$ cat config.mk
export PLATFORM = sky130hd
export DESIGN_NAME = pattern_serializer_flat
export DESIGN_NICKNAME = d
export VERILOG_FILES = /design/src/rtl/pattern_serializer_pkg.sv /design/src/rtl/pattern_serializer_if.sv /design/src/rtl/pattern_serializer_shift_reg.sv /design/src/rtl/pattern_serializer.sv /design/src/flat_wrapper.sv
export SDC_FILE = /design/constraint.sdc
export NUM_CORES = 1
export LEC_CHECK = 0
export CAP_MARGIN = 20
export CORE_MARGIN = 8
export CORE_UTILIZATION = 40
export DETAILED_ROUTE_END_ITERATION = 8
export MAX_ROUTING_LAYER = met4
export PLACE_DENSITY = 0.64
export SYNTH_ARGS = -nofsm -noshare
export SYNTH_HDL_FRONTEND = slang
export SYNTH_SLANG_ARGS = --single-unit
$ cat constraint.sdc
create_clock -name clk -period 2.9 [get_ports clk]
set_input_delay 0.87 -clock clk [delete_from_list [all_inputs] [get_ports clk]]
set_output_delay 0.87 -clock clk [all_outputs]
set_load 0.1 [all_outputs]
$ cat src/rtl/pattern_serializer_pkg.sv
// pattern_serializer shared types
// FSM state encoding and bench default pattern
package seq_pkg;

   typedef enum logic [1:0] {
      S_IDLE,
      S_SHIFT,
      S_GAP
   } state_e;

   localparam logic [3:0] DEFAULT_PATTERN = 4'b1101;

endpackage

$ cat src/rtl/pattern_serializer_if.sv
// pattern_serializer load/stream bundle
// master drives loads, slave is the serializer
interface pattern_serializer_if #(
   parameter int WIDTH = 4,
   parameter int CNT_W = 8
);
   import seq_pkg::*;

   logic             load_valid;
   logic             load_ready;
   logic [WIDTH-1:0] load_pattern;
   logic [CNT_W-1:0] load_repeat;
   logic             abort;
   logic             out;
   logic             out_valid;
   logic             frame_start;
   logic             done;
   logic             busy;

   modport master (
      output load_valid,
      output load_pattern,
      output load_repeat,
      output abort,
      input  load_ready,
      input  out,
      input  out_valid,
      input  frame_start,
      input  done,
      input  busy
   );

   modport slave (
      input  load_valid,
      input  load_pattern,
      input  load_repeat,
      input  abort,
      output load_ready,
      output out,
      output out_valid,
      output frame_start,
      output done,
      output busy
   );

endinterface

$ cat src/rtl/pattern_serializer_shift_reg.sv
// pattern_shift_reg: parallel-load MSB-out shifter
// zeros fill from the LSB so an emptied register reads 0
module pattern_shift_reg
   import seq_pkg::*;
#(
   parameter int WIDTH = 4
) (
   input  logic             clk,
   input  logic             nrst,
   input  logic             load_i,
   input  logic             shift_i,
   input  logic [WIDTH-1:0] data_i,
   output logic             msb_o
);

   logic [WIDTH-1:0] sr_q;
   logic [WIDTH-1:0] sr_d;

   // load wins over shift
   always_comb begin
      sr_d = sr_q;
      if (load_i) begin
         sr_d = data_i;
      end else if (shift_i) begin
         sr_d = {sr_q[WIDTH-2:0], 1'b0};
      end
   end

   // shift register storage
   always_ff @(posedge clk or negedge nrst) begin
      if (!nrst) begin
         sr_q <= '0;
      end else begin
         sr_q <= sr_d;
      end
   end

   assign msb_o = sr_q[WIDTH-1];

endmodule

$ cat src/rtl/pattern_serializer.sv
// pattern_serializer: repeat a pattern MSB-first
// FSM and counters; the shifter MSB is the out flop
module pattern_serializer
   import seq_pkg::*;
#(
   parameter int WIDTH = 4,
   parameter int CNT_W = 8,
   parameter int GAP   = 0
) (
   input logic                clk,
   input logic                nrst,
   pattern_serializer_if.slave bus
);

   localparam int BW = $clog2(WIDTH);
   localparam int GW = (GAP > 0) ? $clog2(GAP + 1) : 1;
   localparam logic [BW-1:0] BIT_LAST = BW'(WIDTH - 1);
   localparam logic [GW-1:0] GAP_LAST =
      GW'((GAP > 0) ? GAP - 1 : 0);

   state_e           state_q, state_d;
   logic [BW-1:0]    bit_cnt_q, bit_cnt_d;
   logic [CNT_W-1:0] rep_cnt_q, rep_cnt_d;
   logic [GW-1:0]    gap_cnt_q, gap_cnt_d;
   logic [WIDTH-1:0] hold_q, hold_d;
   logic             valid_q, valid_d;
   logic             fs_q, fs_d;
   logic             done_q, done_d;
   logic             busy_q, busy_d;
   logic             sr_load;
   logic             sr_shift;
   logic [WIDTH-1:0] sr_data;
   logic             accept;

   assign bus.load_ready  = (state_q == S_IDLE);
   assign accept          = bus.load_valid && (state_q == S_IDLE);
   assign bus.out_valid   = valid_q;
   assign bus.frame_start = fs_q;
   assign bus.done        = done_q;
   assign bus.busy        = busy_q;

   pattern_shift_reg #(
      .WIDTH (WIDTH)
   ) u_shift (
      .clk     (clk),
      .nrst    (nrst),
      .load_i  (sr_load),
      .shift_i (sr_shift),
      .data_i  (sr_data),
      .msb_o   (bus.out)
   );

   // next state, counters and registered output values
   always_comb begin
      state_d   = state_q;
      bit_cnt_d = bit_cnt_q;
      rep_cnt_d = rep_cnt_q;
      gap_cnt_d = gap_cnt_q;
      hold_d    = hold_q;
      valid_d   = 1'b0;
      fs_d      = 1'b0;
      done_d    = 1'b0;
      sr_load   = 1'b0;
      sr_shift  = 1'b0;
      sr_data   = hold_q;
      if (bus.abort) begin
         state_d   = S_IDLE;
         bit_cnt_d = '0;
         rep_cnt_d = '0;
         gap_cnt_d = '0;
         sr_load   = 1'b1;
         sr_data   = '0;
      end else begin
         unique case (state_q)
            S_IDLE: begin
               if (accept) begin
                  if (bus.load_repeat == '0) begin
                     done_d = 1'b1;
                  end else begin
                     hold_d    = bus.load_pattern;
                     sr_load   = 1'b1;
                     sr_data   = bus.load_pattern;
                     rep_cnt_d = bus.load_repeat;
                     bit_cnt_d = BIT_LAST;
                     valid_d   = 1'b1;
                     fs_d      = 1'b1;
                     state_d   = S_SHIFT;
                  end
               end
            end
            S_SHIFT: begin
               if (bit_cnt_q != '0) begin
                  sr_shift  = 1'b1;
                  bit_cnt_d = bit_cnt_q - 1'b1;
                  valid_d   = 1'b1;
               end else begin
                  rep_cnt_d = rep_cnt_q - 1'b1;
                  if (rep_cnt_q == CNT_W'(1)) begin
                     state_d  = S_IDLE;
                     done_d   = 1'b1;
                     sr_shift = 1'b1;
                  end else if (GAP == 0) begin
                     sr_load   = 1'b1;
                     bit_cnt_d = BIT_LAST;
                     valid_d   = 1'b1;
                     fs_d      = 1'b1;
                  end else begin
                     state_d   = S_GAP;
                     sr_shift  = 1'b1;
                     gap_cnt_d = '0;
                  end
               end
            end
            S_GAP: begin
               if (gap_cnt_q == GAP_LAST) begin
                  state_d   = S_SHIFT;
                  gap_cnt_d = '0;
                  sr_load   = 1'b1;
                  bit_cnt_d = BIT_LAST;
                  valid_d   = 1'b1;
                  fs_d      = 1'b1;
               end else begin
                  gap_cnt_d = gap_cnt_q + 1'b1;
               end
            end
            default: begin
               state_d = S_IDLE;
            end
         endcase
      end
      busy_d = (state_d != S_IDLE);
   end

   // state, counter and output registers
   always_ff @(posedge clk or negedge nrst) begin
      if (!nrst) begin
         state_q   <= S_IDLE;
         bit_cnt_q <= '0;
         rep_cnt_q <= '0;
         gap_cnt_q <= '0;
         hold_q    <= '0;
         valid_q   <= 1'b0;
         fs_q      <= 1'b0;
         done_q    <= 1'b0;
         busy_q    <= 1'b0;
      end else begin
         state_q   <= state_d;
         bit_cnt_q <= bit_cnt_d;
         rep_cnt_q <= rep_cnt_d;
         gap_cnt_q <= gap_cnt_d;
         hold_q    <= hold_d;
         valid_q   <= valid_d;
         fs_q      <= fs_d;
         done_q    <= done_d;
         busy_q    <= busy_d;
      end
   end

endmodule
$ cat src/flat_wrapper.sv
// flat-port wrapper written by rule: the top's interface ports become plain ports
module pattern_serializer_flat import seq_pkg::*;
#(
   parameter int WIDTH = 4,
   parameter int CNT_W = 8,
   parameter int GAP   = 0
)
  (clk, nrst, bus_load_valid, bus_load_pattern, bus_load_repeat, bus_abort, bus_load_ready, bus_out, bus_out_valid, bus_frame_start, bus_done, bus_busy);
  pattern_serializer_if #(.WIDTH(WIDTH), .CNT_W(CNT_W)) bus_i ();
  input logic clk;
  input logic nrst;
  input wire logic [$bits(bus_i.load_valid)-1:0] bus_load_valid;
  input wire logic [$bits(bus_i.load_pattern)-1:0] bus_load_pattern;
  input wire logic [$bits(bus_i.load_repeat)-1:0] bus_load_repeat;
  input wire logic [$bits(bus_i.abort)-1:0] bus_abort;
  output wire logic [$bits(bus_i.load_ready)-1:0] bus_load_ready;
  output wire logic [$bits(bus_i.out)-1:0] bus_out;
  output wire logic [$bits(bus_i.out_valid)-1:0] bus_out_valid;
  output wire logic [$bits(bus_i.frame_start)-1:0] bus_frame_start;
  output wire logic [$bits(bus_i.done)-1:0] bus_done;
  output wire logic [$bits(bus_i.busy)-1:0] bus_busy;
  assign bus_i.load_valid = bus_load_valid;
  assign bus_i.load_pattern = bus_load_pattern;
  assign bus_i.load_repeat = bus_load_repeat;
  assign bus_i.abort = bus_abort;
  assign bus_load_ready = bus_i.load_ready;
  assign bus_out = bus_i.out;
  assign bus_out_valid = bus_i.out_valid;
  assign bus_frame_start = bus_i.frame_start;
  assign bus_done = bus_i.done;
  assign bus_busy = bus_i.busy;
  pattern_serializer #(.WIDTH(WIDTH), .CNT_W(CNT_W), .GAP(GAP)) u_core (.clk(clk), .nrst(nrst), .bus(bus_i));
endmodule
**Yosys cells after proc, flatten, opt, wreduce, memory -nomap -nowiden**

Cells that the tools add are included.

- Add/sub/neg operators: 3
- Equality and inequality tests: 8
- Multiplexer cells: 48
- Reduce and logical (&&, ||, !) cells: 11

Operators with widths:

| kind | number |
|---|---|
| $mux 8 | 4 |
| $mux 2 | 12 |
| $mux 4 | 6 |
| $mux 1 | 20 |
| $pmux 8 s2 | 1 |
| $pmux 2 s3 | 2 |
| $ne 3x3->1 const B | 3 |
| $eq 8x1->1 const B | 1 |
| $logic_not 8->1 | 1 |
| $reduce_bool 2->1 | 4 |
| $sub 8x1->8 const B | 1 |
| $pmux 1 s3 | 2 |
| $reduce_and 5->1 | 1 |
| $ne 4x3->1 const B | 1 |
| $reduce_and 4->1 | 1 |
| $reduce_bool 4->1 | 1 |
| $ne 3x2->1 const B | 1 |
| $reduce_bool 3->1 | 1 |
| $eq 2x1->1 const B | 1 |
| $eq 2x2->1 const B | 1 |
| $logic_not 2->1 | 1 |
| $pmux 1 s2 | 1 |
| $sub 2x1->2 const B | 1 |
| $add 1x1->1 const B | 1 |
| $logic_and 1x1->1 | 1 |

- Register bits: 25
- Output and inout port bits: 6

**Longest topological paths before layout**

- Depth in word-level cells: 7
- Gate-level depth with buffers: 9
- Depth with buffers taken out: 7

**By module**

A second synthesis with hierarchy kept.

- Cell total of the unflattened synthesis: 147
- Area, all modules: 1446.4 µm²

Modules (own cells, without submodules):

| module | times used | cells each | area an instance (µm²) | seq. area each (µm²) |
|---|---|---|---|---|
| pattern_serializer | 1 | 132 | 1277.5 | 500.5 |
| pattern_shift_reg | 1 | 15 | 168.9 | 100.1 |

**Worst setup path before layout**

No wires, ideal clock.

- Path type: reg2reg
- Start point: reg u_core.state_q[0]
- End point: reg u_core.u_shift.sr_q[3]
- Data arrival time: 2.712 ns
- Slack: 0.066 ns
- Cell stages (with the launch flop): 9
- Path buffers: 2
- Cells stage by stage: dfrtp_1 -> inv_1 -> ha_1 -> clkbuf_1 -> o211a_4 -> buf_6 -> mux2_4 -> mux2_2 -> a22o_1

- Longest elaborated chain between the ends: 6

RTL lines:

| element | line | text |
|---|---|---|
| start: declaration | pattern_serializer.sv:21 | `state_e state_q, state_d;` |
| start signal: assignment | pattern_serializer.sv:147 | `state_q <= state_d;` |
| $logic_not 2->1 (*) | - |  |
| net bus_load_ready | flat_wrapper.sv:16 | `output wire logic [$bits(bus_i.load_ready)-1:0] bus_load_ready;` |
| $logic_and 1x1->1 | pattern_serializer.sv:36 | `assign accept = bus.load_valid && (state_q == S_IDLE);` |
| $mux 1 / $mux 4 (equally long branches) | - |  |
| $pmux 1 s3 / $mux 4 (equally long branches) | pattern_serializer.sv:74 | `unique case (state_q)` |
| $mux 1 / $mux 4 (equally long branches) | pattern_serializer.sv:66 | `if (bus.abort) begin` |
| $mux 4 / $reduce_bool 2->1 (equally long branches) | - |  |
| end signal: assignment | pattern_serializer_shift_reg.sv:34 | `sr_q <= sr_d;` |
| end: declaration | pattern_serializer_shift_reg.sv:16 | `logic [WIDTH-1:0] sr_q;` |

Mark *: on every way through the listed nets, which the timed path passes. The rest lies on a longest branch.
A chain may end at the register's enable or synchronous reset.

**Worst setup path after layout**

- Start point: in bus_load_repeat[1]
- End point: reg u_core.u_shift.sr_q[2]

- Longest elaborated chain between the ends: 6

RTL lines:

| element | line | text |
|---|---|---|
| start: declaration | flat_wrapper.sv:14 | `input wire logic [$bits(bus_i.load_repeat)-1:0] bus_load_repeat;` |
| $logic_not 8->1 (*) | pattern_serializer.sv:77 | `if (bus.load_repeat == '0) begin` |
| $mux 1 / $mux 4 (equally long branches) | pattern_serializer.sv:77 |  |
| $mux 1 / $mux 4 (equally long branches) | - |  |
| $pmux 1 s3 / $mux 4 (equally long branches) | pattern_serializer.sv:74 |  |
| $mux 1 / $mux 4 (equally long branches) | pattern_serializer.sv:66 |  |
| $mux 4 / $reduce_bool 2->1 (equally long branches) | - |  |

Mark *: on every way between the ends. The rest lies on a longest branch, timed or not.

==> results.json <==
{
  "grt_max_degree": 25,
  "pre_cts_slack_ns": -0.315,
  "core.rowCount": 22,
  "cts.path.max_buffers": 2,
  "synth-seq-cells": 24,
  "finalSetupViolCount": 0,
  "slew_headroom_pct": 45.8,
  "start_kind": "input pin",
  "status": "complete, no violations",
  "crit_type": "input pin to register",
  "hold_class": "register to register",
  "antenna_found_initial": 0,
  "path_max_fanout": 7,
  "final_cell_mix": "24 x dfrtp_1, 22 x buf_4, 12 x inv_1, 12 x a21oi_1, 12 x nand2_1",
  "die_y_um": 77.3,
  "first_pass_iters": 4,
  "cap_violations": 0,
  "detailed_place_hpwl_um": 2690,
  "cts_made_buffers": 3,
  "antenna_cells": 0,
  "mostFrequentLayoutCell": "dfrtp_1",
  "synth_area_per_cell_sq_um": 9.71,
  "track_usage_pct": 12.3,
  "h-tree-depth": 1,
  "fin_tns_setup_ns": 0,
  "final_core_util_pct": 54.0,
  "fill_cells": 351,
  "tightestPinTransition_ns": 0.813,
  "portBuffers": 21,
  "cts_tree": "done",
  "synth_edf_count": 0,
  "grtUsageMet1_pct": 15.7,
  "ys_seq_area_share_pct": 39.9,
  "final_area_sq_um": 1960,
  "crit_required_ns": 3.05,
  "peakVddDrop_mv": 0.226,
  "syn_inst": 155,
  "path_clk_slew_ns": 0.08,
  "final_layout_size_suffix_gt1_share_pct": 24.3,
  "drt-initial-drc-count": 75,
  "cts_sinks": 24,
  "drt-wirelength-per-cell_um": 14.7,
  "avgViaCountPerCell": 5.53,
  "start_util_pct": 41.4,
  "skew_ns": 0.00242,
  "grt_overflow_total": 0,
  "use_met3_pct": 2.42,
  "period_needed_ns": 2.81,
  "power.leakage_nw": 0.938,
  "die_w_um": 77.3,
  "area_growth_pct": 30.3,
  "max_freq_mhz": 356,
  "arrival_ns": 2.96,
  "synth_flop_cell": "dfrtp_1",
  "coreArea_sq_um": 3630,
  "power_mw": 1.11,
  "io_pins": 22,
  "clkLatencyLatePin_ns": 0.26,
  "rsz0062_at_grt": "false",
  "syn_nets": 178,
  "nets": 213,
  "hold_violations": 0,
  "drc": 0,
  "slew_violations": 0,
  "dieArea_sq_um": 5980,
  "ant_nets": 0,
  "wirelength_um": 3480,
  "vias": 1310,
  "ctsHoldBuffers": 0,
  "grt_pass1_wl_um": 6050,
  "async_flop_share_pct": 100,
  "use_met2_pct": 19.4,
  "grt_busiest_layer": "met2",
  "period_share_pct": 96.9,
  "fin_ws_ns": 0.0903,
  "synth_cell_types": 41,
  "grt_pass1_vias": 1310,
  "powerDensity_nw_per_um2": 567,
  "yosysWarnings": 0,
  "crit_path_end_kind": "register",
  "placed_area_sq_um": 1850,
  "syn_area_sq_um": 1510,
  "finalWeightedCongestion": 0.857,
  "cts-root-buf": "clkbuf_8"
}
## worst paths after layout
path	start	to	slack, ns	depth (start not counted)
worst max-delay path	bus_load_repeat[1]	u_core.u_shift.sr_q[2]	0.09	6
max in group asynchronous	nrst	u_core.u_shift.sr_q[2]	1.70	2
min in group asynchronous	nrst	u_core.rep_cnt_q[4]	0.96	2
worst min register to register	u_core.u_shift.sr_q[0]	u_core.u_shift.sr_q[0]	0.49	1
worst max register to register	u_core.state_q[1]	u_core.rep_cnt_q[6]	0.47	6
worst min-delay path	u_core.u_shift.sr_q[0]	u_core.u_shift.sr_q[0]	0.49	1
## registers in the layout (all words and copies together) (netlist names)
signal / count
u_core.bit_cnt_q: 2
u_core.bus.busy: 1
u_core.bus.done: 1
u_core.bus.frame_start: 1
u_core.bus.out_valid: 1
u_core.hold_q: 4
u_core.rep_cnt_q: 8
u_core.state_q: 2
u_core.u_shift.sr_q: 4
## stage by stage
| stage | hold WS [ns] | instances |
|---|---|---|
| after global routing | 0.527 | 237 |
| final | 0.492 | 237 |
| after CTS | 0.486 | 235 |
| after detailed placement | 0.468 | 231 |
| after global placement | 0.465 | 231 |
| after floorplan | 0.444 | 155 |
## metal layers
metal,vias to the layer above,routed length [um]
met1,652,1720
met4,0,29
li1,641,-
met3,4,112
met5,-,0
met2,13,1620
## cell usage after synthesis, drive strengths merged (2+ instances only)
cell / number / area, sq um
dfrtp: 24 / 601
a21oi: 12 / 60.1
inv: 12 / 45.0
nand2: 12 / 45.0
mux2: 11 / 135
nor3: 11 / 55.1
clkbuf: 7 / 26.3
ha: 7 / 87.6
nor2: 6 / 22.5
o21ai: 5 / 25.0
o22ai: 5 / 31.3
o2bb2ai: 5 / 43.8
a21o: 3 / 23.8
a22o: 3 / 26.3
and3: 3 / 18.8
or4: 3 / 30.0
mux2i: 2 / 20.0
nand3: 2 / 10.0
nor3b: 2 / 15.0
nor4: 2 / 18.8
o211ai: 2 / 15.0
o31ai: 2 / 28.8
## final cells by class
type                       count  area [sq um]  share of cell area, %
multi-input combinational    111           833                   42.5
inverter                      12          45.0                   2.30
clock buffer                   3          41.3                   2.11
tap                           48          60.1                   3.06
clock inverter                 1          30.0                   1.53
sequential                    24           601                   30.6
timing repair buffer          38           350                   17.9
## report_power, final
part	total (mW)	leakage [nW]	switching [mW]	internal [mW]
Combinational	0.405	0.591	0.224	0.181
Clock	0.291	0.0357	0.107	0.184
Sequential	0.417	0.311	0.0367	0.380
## cell families (layout without fill, tap and decap cells)
group	count (synthesis)	count (layout)	share of synthesized area (%)
adder cells (fa/ha/maj)	7	7	5.82
flip-flops	24	24	39.9
AND/OR/NAND/NOR	46	46	16.6
buffers and inverters	20	54	5.49
multiplexers	13	13	10.3
AO/OA/AOI/OAI	45	45	21.9
## repair_timing
action | in CTS | in global routing
pin swaps | 1 | 4
resized for setup | 0 | 9
setup buffers | 0 | 2
endpoints found under the hold margin | 0 | 0
setup endpoints to repair | 3 | 4
## critical path: stages
cell and delay, ns:
clkdlybuf4s50_1 0.42, or4_4 0.44, o211a_4 0.31, o31ai_4 0.38, mux2_4 0.34, a22o_1 0.20
Note: power is estimated with default switching activity, not from simulation.
